### config.mk
export PLATFORM = sky130hd
export DESIGN_NAME = useq_mailbox_flat
export DESIGN_NICKNAME = d
export VERILOG_FILES = /design/src/rtl/useq_mailbox_if.sv /design/src/rtl/useq_mailbox.sv /design/src/flat_wrapper.sv
export SDC_FILE = /design/constraint.sdc
export NUM_CORES = 1
export LEC_CHECK = 0
export CAP_MARGIN = 25
export CORE_ASPECT_RATIO = 0.6
export CORE_MARGIN = 3
export CORE_UTILIZATION = 60
export CTS_BUF_LIST = sky130_fd_sc_hd__clkbuf_2 sky130_fd_sc_hd__clkbuf_4 sky130_fd_sc_hd__clkbuf_8
export DETAILED_ROUTE_END_ITERATION = 8
export GPL_TIMING_DRIVEN = 0
export HOLD_SLACK_MARGIN = 0.15
export PLACE_DENSITY = 0.83
export SETUP_SLACK_MARGIN = 0.4
export SYNTH_ARGS = -nofsm -noshare
export SYNTH_HDL_FRONTEND = slang
export SYNTH_SLANG_ARGS = --single-unit
### constraint.sdc
create_clock -name clk -period 4.3 [get_ports clk]
set_input_delay 0.86 -clock clk [delete_from_list [all_inputs] [get_ports clk]]
set_output_delay 0.86 -clock clk [all_outputs]
set_load 0.05 [all_outputs]
### src/rtl/useq_mailbox_if.sv
// rtl/useq_mailbox_if.sv - bus bundle for the host/core mailbox
//
// Purpose: groups every mailbox signal except clk/rst.
// Ports (master drives, slave responds):
//   host_wr/host_din -> H2C push, host_full <- H2C full
//   core_rd          -> H2C pop,  core_dout/core_empty <- H2C head/empty
//   core_wr/core_din -> C2H push, core_full <- C2H full
//   host_rd          -> C2H pop,  host_dout/host_empty <- C2H head/empty
//   h2c_level/c2h_level <- occupancies, ovf/unf <- sticky errors
//   err_clr          -> clears ovf/unf, irq <- core interrupt
interface useq_mailbox_if #(
   parameter int DATA_W = 8,
   parameter int DEPTH  = 4
);
   localparam int LVL_W = $clog2(DEPTH + 1);

   logic              host_wr;
   logic [DATA_W-1:0] host_din;
   logic              host_full;
   logic              core_rd;
   logic [DATA_W-1:0] core_dout;
   logic              core_empty;
   logic              core_wr;
   logic [DATA_W-1:0] core_din;
   logic              core_full;
   logic              host_rd;
   logic [DATA_W-1:0] host_dout;
   logic              host_empty;
   logic [LVL_W-1:0]  h2c_level;
   logic [LVL_W-1:0]  c2h_level;
   logic              ovf;
   logic              unf;
   logic              err_clr;
   logic              irq;

   modport master (
      output host_wr, host_din, core_rd, core_wr, core_din, host_rd, err_clr,
      input  host_full, core_dout, core_empty, core_full, host_dout, host_empty,
             h2c_level, c2h_level, ovf, unf, irq
   );

   modport slave (
      input  host_wr, host_din, core_rd, core_wr, core_din, host_rd, err_clr,
      output host_full, core_dout, core_empty, core_full, host_dout, host_empty,
             h2c_level, c2h_level, ovf, unf, irq
   );
endinterface

### src/rtl/useq_mailbox.sv
// rtl/useq_mailbox.sv - bidirectional host/core mailbox with two FWFT FIFOs
//
// Purpose: host-to-core (H2C) and core-to-host (C2H) FIFOs, sticky
// overflow/underflow flags and an optional H2C watermark interrupt.
// Optional feature macro: USEQ_MBOX_WATERMARK_EN (irq = registered
// h2c_level >= WM); when undefined irq is tied low.
// Ports:
//   clk  - sole clock, rising edge
//   rst  - synchronous active-high reset
//   bus  - useq_mailbox_if.slave (see rtl/useq_mailbox_if.sv)
// Modules:
//   useq_mbox_fifo - one FWFT FIFO with registered head and error pulses
//   useq_mailbox   - top: two FIFOs, sticky flags, irq

module useq_mbox_fifo #(
   parameter int DATA_W = 8,
   parameter int DEPTH  = 4,
   parameter int LVL_W  = 3
) (
   input  logic              clk,
   input  logic              rst,
   input  logic              wr,
   input  logic [DATA_W-1:0] din,
   input  logic              rd,
   output logic [DATA_W-1:0] dout,
   output logic              full,
   output logic              empty,
   output logic [LVL_W-1:0]  level,
   output logic              ovf_evt,
   output logic              unf_evt
);
   localparam int PTR_W = $clog2(DEPTH);

   logic [DATA_W-1:0] mem [DEPTH];
   logic [PTR_W-1:0]  wr_ptr;
   logic [PTR_W-1:0]  rd_ptr;
   logic [PTR_W-1:0]  rd_ptr_inc;
   logic [LVL_W-1:0]  level_q;
   logic [DATA_W-1:0] dout_q;
   logic              push;
   logic              pop;

   // Flags come only from the level register, never from rd/wr.
   assign full  = (level_q == LVL_W'(DEPTH));
   assign empty = (level_q == '0);

   // A full FIFO still accepts a write when the same edge pops the head.
   assign push    = wr && (!full || rd);
   assign pop     = rd && !empty;
   assign ovf_evt = wr && full && !rd;
   assign unf_evt = rd && empty;

   assign rd_ptr_inc = rd_ptr + PTR_W'(1);

   always_ff @(posedge clk) begin
      if (!rst && push)
         mem[wr_ptr] <= din;
   end

   always_ff @(posedge clk) begin
      if (rst) begin
         wr_ptr  <= '0;
         rd_ptr  <= '0;
         level_q <= '0;
         dout_q  <= '0;
      end else begin
         if (push)
            wr_ptr <= wr_ptr + PTR_W'(1);
         if (pop)
            rd_ptr <= rd_ptr_inc;
         if (push && !pop)
            level_q <= level_q + LVL_W'(1);
         else if (pop && !push)
            level_q <= level_q - LVL_W'(1);

         // Registered head: next entry after a pop, or the incoming word
         // when it lands in an otherwise empty FIFO. Otherwise hold, so a
         // read on empty leaves dout as it was.
         if (pop) begin
            if (level_q > LVL_W'(1))
               dout_q <= mem[rd_ptr_inc];
            else if (push)
               dout_q <= din;
         end else if (push && empty) begin
            dout_q <= din;
         end
      end
   end

   assign dout  = dout_q;
   assign level = level_q;
endmodule

module useq_mailbox #(
   parameter int DATA_W = 8,
   parameter int DEPTH  = 4,
   parameter int WM     = 1
) (
   input  logic           clk,
   input  logic           rst,
   useq_mailbox_if.slave  bus
);
   localparam int LVL_W = $clog2(DEPTH + 1);

   if (DEPTH < 2 || (DEPTH & (DEPTH - 1)) != 0 || WM < 1 || WM > DEPTH) begin : g_param_chk
      $error("useq_mailbox: bad DEPTH/WM");
   end

   logic h2c_ovf, h2c_unf, c2h_ovf, c2h_unf;
   logic ovf_q, unf_q;

   useq_mbox_fifo #(.DATA_W(DATA_W), .DEPTH(DEPTH), .LVL_W(LVL_W)) u_h2c (
      .clk     (clk),
      .rst     (rst),
      .wr      (bus.host_wr),
      .din     (bus.host_din),
      .rd      (bus.core_rd),
      .dout    (bus.core_dout),
      .full    (bus.host_full),
      .empty   (bus.core_empty),
      .level   (bus.h2c_level),
      .ovf_evt (h2c_ovf),
      .unf_evt (h2c_unf)
   );

   useq_mbox_fifo #(.DATA_W(DATA_W), .DEPTH(DEPTH), .LVL_W(LVL_W)) u_c2h (
      .clk     (clk),
      .rst     (rst),
      .wr      (bus.core_wr),
      .din     (bus.core_din),
      .rd      (bus.host_rd),
      .dout    (bus.host_dout),
      .full    (bus.core_full),
      .empty   (bus.host_empty),
      .level   (bus.c2h_level),
      .ovf_evt (c2h_ovf),
      .unf_evt (c2h_unf)
   );

   // A new error in the clear cycle wins over the clear.
   always_ff @(posedge clk) begin
      if (rst) begin
         ovf_q <= 1'b0;
         unf_q <= 1'b0;
      end else begin
         ovf_q <= (ovf_q && !bus.err_clr) || h2c_ovf || c2h_ovf;
         unf_q <= (unf_q && !bus.err_clr) || h2c_unf || c2h_unf;
      end
   end

   assign bus.ovf = ovf_q;
   assign bus.unf = unf_q;

`ifdef USEQ_MBOX_WATERMARK_EN
   logic irq_q;

   // Follows the registered level, so irq trails the level by one cycle.
   always_ff @(posedge clk) begin
      if (rst)
         irq_q <= 1'b0;
      else
         irq_q <= (bus.h2c_level >= LVL_W'(WM));
   end

   assign bus.irq = irq_q;
`else
   assign bus.irq = 1'b0;
`endif
endmodule

### src/flat_wrapper.sv
// flat-port wrapper written by rule: the top's interface ports become plain ports
module useq_mailbox_flat 
#(
   parameter int DATA_W = 8,
   parameter int DEPTH  = 4,
   parameter int WM     = 1
)
  (clk, rst, bus_host_wr, bus_host_din, bus_core_rd, bus_core_wr, bus_core_din, bus_host_rd, bus_err_clr, bus_host_full, bus_core_dout, bus_core_empty, bus_core_full, bus_host_dout, bus_host_empty, bus_h2c_level, bus_c2h_level, bus_ovf, bus_unf, bus_irq);
  useq_mailbox_if #(.DATA_W(DATA_W), .DEPTH(DEPTH)) bus_i ();
  input  logic clk;
  input  logic rst;
  input wire logic [$bits(bus_i.host_wr)-1:0] bus_host_wr;
  input wire logic [$bits(bus_i.host_din)-1:0] bus_host_din;
  input wire logic [$bits(bus_i.core_rd)-1:0] bus_core_rd;
  input wire logic [$bits(bus_i.core_wr)-1:0] bus_core_wr;
  input wire logic [$bits(bus_i.core_din)-1:0] bus_core_din;
  input wire logic [$bits(bus_i.host_rd)-1:0] bus_host_rd;
  input wire logic [$bits(bus_i.err_clr)-1:0] bus_err_clr;
  output wire logic [$bits(bus_i.host_full)-1:0] bus_host_full;
  output wire logic [$bits(bus_i.core_dout)-1:0] bus_core_dout;
  output wire logic [$bits(bus_i.core_empty)-1:0] bus_core_empty;
  output wire logic [$bits(bus_i.core_full)-1:0] bus_core_full;
  output wire logic [$bits(bus_i.host_dout)-1:0] bus_host_dout;
  output wire logic [$bits(bus_i.host_empty)-1:0] bus_host_empty;
  output wire logic [$bits(bus_i.h2c_level)-1:0] bus_h2c_level;
  output wire logic [$bits(bus_i.c2h_level)-1:0] bus_c2h_level;
  output wire logic [$bits(bus_i.ovf)-1:0] bus_ovf;
  output wire logic [$bits(bus_i.unf)-1:0] bus_unf;
  output wire logic [$bits(bus_i.irq)-1:0] bus_irq;
  assign bus_i.host_wr = bus_host_wr;
  assign bus_i.host_din = bus_host_din;
  assign bus_i.core_rd = bus_core_rd;
  assign bus_i.core_wr = bus_core_wr;
  assign bus_i.core_din = bus_core_din;
  assign bus_i.host_rd = bus_host_rd;
  assign bus_i.err_clr = bus_err_clr;
  assign bus_host_full = bus_i.host_full;
  assign bus_core_dout = bus_i.core_dout;
  assign bus_core_empty = bus_i.core_empty;
  assign bus_core_full = bus_i.core_full;
  assign bus_host_dout = bus_i.host_dout;
  assign bus_host_empty = bus_i.host_empty;
  assign bus_h2c_level = bus_i.h2c_level;
  assign bus_c2h_level = bus_i.c2h_level;
  assign bus_ovf = bus_i.ovf;
  assign bus_unf = bus_i.unf;
  assign bus_irq = bus_i.irq;
  useq_mailbox #(.DATA_W(DATA_W), .DEPTH(DEPTH), .WM(WM)) u_core (.clk(clk), .rst(rst), .bus(bus_i));
endmodule
==> results.txt <==
Clock network power share - 17.9%
Hold-fix buffers at CTS - 0
Top Ports - 52
Drt drc - 0
Clock transition at path regs - 0.09 ns
Syn avg cell area - 14.8 um2
Power per cell area - 660 nW/um2
Syn. warnings - 0
Clk_skew - 0.0143 ns
Final worst setup slack - 1.16 ns
ANT cells - 0
Die H - 71.2 um
# fillers - 437
Final Cell Area - 5030 um2
First-pass GRT wire length - 13,200 um
Avg WL per Cell - 18.5 um
Final Critical Period - 3.14 ns
Largest family of logic cells by synthesized area - multiplexers
Number of buffers created by CTS - 9
Post-Syn Instances - 288
Total negative setup slack - 0 ns
RSZ-0062 raised after global routing - no
Setup crit end kind - output pin
Core Area - 6760 um2
Worst hold path depth - 2
NumNets Final - 389
Reg2reg setup slack - 1.80 ns
Crit Path Class - flip-flop to output pin
Async SR Flop Fraction - 0%
Reg power frac - 36.9%
Pin count of the biggest net entering global routing - 18
Cell Area, Placed - 4830 um2
Syn_nets - 331
Die Width - 115 um
Post-cts gate resize count - 0
CTS root buf - clkbuf_8
Die area - 8160 um2
Highest clock rate - 319 MHz
Sw Ratio - 40.4%
Synth Area in XOR/XNOR - 2.06%
Yosys cell types - 35
Tightest Pin Transition - 0.781 ns
Synth Area in Compound Gates - 8.69%
DR pass1 iterations - 4
P&R area growth vs syn - 18.3%
Final Wtd Congestion - 0.782
Worst R2R Path Depth - 10
# rows - 23
Rel. slew slack - 47.9%
Final Max Tran Viols - 0
Port Buf Inserts - 47
Hold Crit Class - flip-flop to flip-flop
Multi-input gate area - 1530 um2
DRT Wirelength - 8110 um
Period utilisation layout - 72.9%
Bufs on Longest Clock Path - 2
Pint - 1.98 mW
CTS tree - built
R2R Path End - u_core.u_c2h.dout[4]
Final Setup Violations - 0
Pleak - 1.89 nW
Hold Worst Slack - 0.546 ns
H-tree depth - 3
# Post-CTS Setup Buffers - 0
Max FO, Critical Path - 6
1st-iter DRT viols - 198
Critical path required time - 3.44 ns
Synthesized cell area - 4250 um2
Max_cap viols - 0
Startpoint Class - flip-flop
Sequential Area - 2560 um2
CTS sink count - 96
Grt total ovfl - 0
Worst-Skew Late Latency - 0.37 ns
ANT nets after route - 0
Adder-cell area share of the yosys netlist - 5.89%
Fraction of layout cells with a size suffix above 1 - 17.4%
Worst Setup EP - bus_core_empty
Switching pwr - 1.34 mW
Vias - 2,476
VDD IR max - 592 uV
Post-Synth Simple-Gate Area - 5.86%
Mux cell area share after synthesis - 13.3%
Final hold violation count - 0
#FFs+latches synth - 96
Tot GR Track Use - 21.8%
Comb pwr share - 45.2%
Post-synthesis sequential area ratio - 60.3%
Initial Util - 62.8%
Reg-to-Reg Start - u_core.u_c2h.level[0]
Post-synth top flop - edfxtp_1
Vias per cell - 5.65
Post-synth EDFFs - 64
Worst EP arrival - 2.28 ns
Post-DP HPWL - 5710 um
Initial antenna violation count - 0
Vias in the first global route - 2,505
Pre-CTS setup slack - 1.36 ns
Status - completed
Origin of the worst setup path - u_core.u_h2c.level[0]
how the worst min path moves through the flow:
stage / start / to / slack (ns)
5_1_grt: u_core.u_c2h.dout[2] / u_core.u_c2h.dout[2] / 0.55
2_1_floorplan: u_core.u_c2h.wr_ptr[1] / u_core.u_c2h.wr_ptr[1] / 0.52
3_5_place_dp: u_core.u_c2h.dout[2] / u_core.u_c2h.dout[2] / 0.53
3_3_place_gp: u_core.bus.ovf / u_core.bus.ovf / 0.51
6_report: u_core.bus.unf / u_core.bus.unf / 0.55
4_1_cts: u_core.u_c2h.dout[2] / u_core.u_c2h.dout[2] / 0.54
cell families after synthesis:
kind of cell,after synthesis
xor+xnor,10
compound gates,46
simple gates,46
fa+ha+maj,20
flops,96
other cells,1
mux,36
buf+inv,33
cells in the final DEF, fill, tap and decap left out, types with 9 or more instances in the layout:
cell type / n
edfxtp_1: 64
clkdlybuf4s50_1: 47
dfxtp_1: 32
a21oi_1: 20
ha_1: 20
nor2_1: 19
mux2i_1: 18
inv_1: 17
mux4_2: 16
a211oi_2: 14
clkbuf_8: 9
cells in the mapped netlist (3+ instances only):
master,n,area share (%)
a211oi_2,14,4.1
a21oi_1,20,2.4
and2_1,8,1.2
buf_6,4,1.1
clkbuf_1,8,0.71
dfxtp_1,32,15
edfxtp_1,64,45
ha_1,20,5.9
inv_1,17,1.5
mux2i_1,18,4.2
mux4_2,16,8.5
nand2_1,4,0.35
nor2_1,19,1.7
nor3b_1,3,0.53
o21ai_0,4,0.47
xor2_1,8,1.6
registers in the layout, indices dropped and copies added (netlist names):
signal	flops
u_core.u_c2h.mem	32
u_core.u_c2h.dout	8
u_core.u_h2c.wr_ptr	2
u_core.u_h2c.level	3
u_core.u_c2h.rd_ptr	2
u_core.u_h2c.dout	8
u_core.u_h2c.mem	32
u_core.bus.ovf	1
u_core.bus.unf	1
u_core.u_h2c.rd_ptr	2
u_core.u_c2h.wr_ptr	2
u_core.u_c2h.level	3
final cells by class:
type                    instances  area share (%)
flip-flops and latches         96            51.0
clock buffers                   9            2.46
clock inverters                 7            1.52
plain buffers                  15            1.84
well taps                      87            2.16
inverters                      18            1.34
repair buffers                 47            9.36
multi-input cells             159            30.4
per-layer routing:
| metal | up-vias | share of wire [%] | track usage [%] |
|---|---|---|---|
| li1 | 1173 | - | - |
| met1 | 1225 | 48 | 32.6 |
| met2 | 70 | 45 | 31.5 |
| met3 | 8 | 6.0 | 6.41 |
| met4 | 0 | 1.0 | 5.80 |
| met5 | - | 0 | 0 |
worst max-delay path, cell delays in order (launching register included):
cell and delay (ns):
dfxtp_1 0.38, inv_1 0.11, ha_1 0.16, or2b_2 0.35, inv_2 0.10, clkdlybuf4s50_1 0.81
power groups by stage:
stage          registers [mW]  clock network, mW  logic, mW
3_5_place_dp             1.24                  0       1.49
5_1_grt                  1.24              0.644       1.61
3_3_place_gp             1.24                  0       1.46
6_report                 1.22              0.595       1.50
4_1_cts                  1.22              0.603       1.50
2_1_floorplan            1.55                  0      0.769
through the flow:
step / total power, mW / instances / util, %
after floorplan: 2.31 / 288 / -
after global placement: 2.70 / 422 / 71.4
after detailed placement: 2.73 / 422 / 71.4
after CTS: 3.33 / 438 / 74.4
after global routing: 3.49 / 438 / 74.4
final: 3.32 / 438 / 74.4
Power figures use the tool's default switching activity.
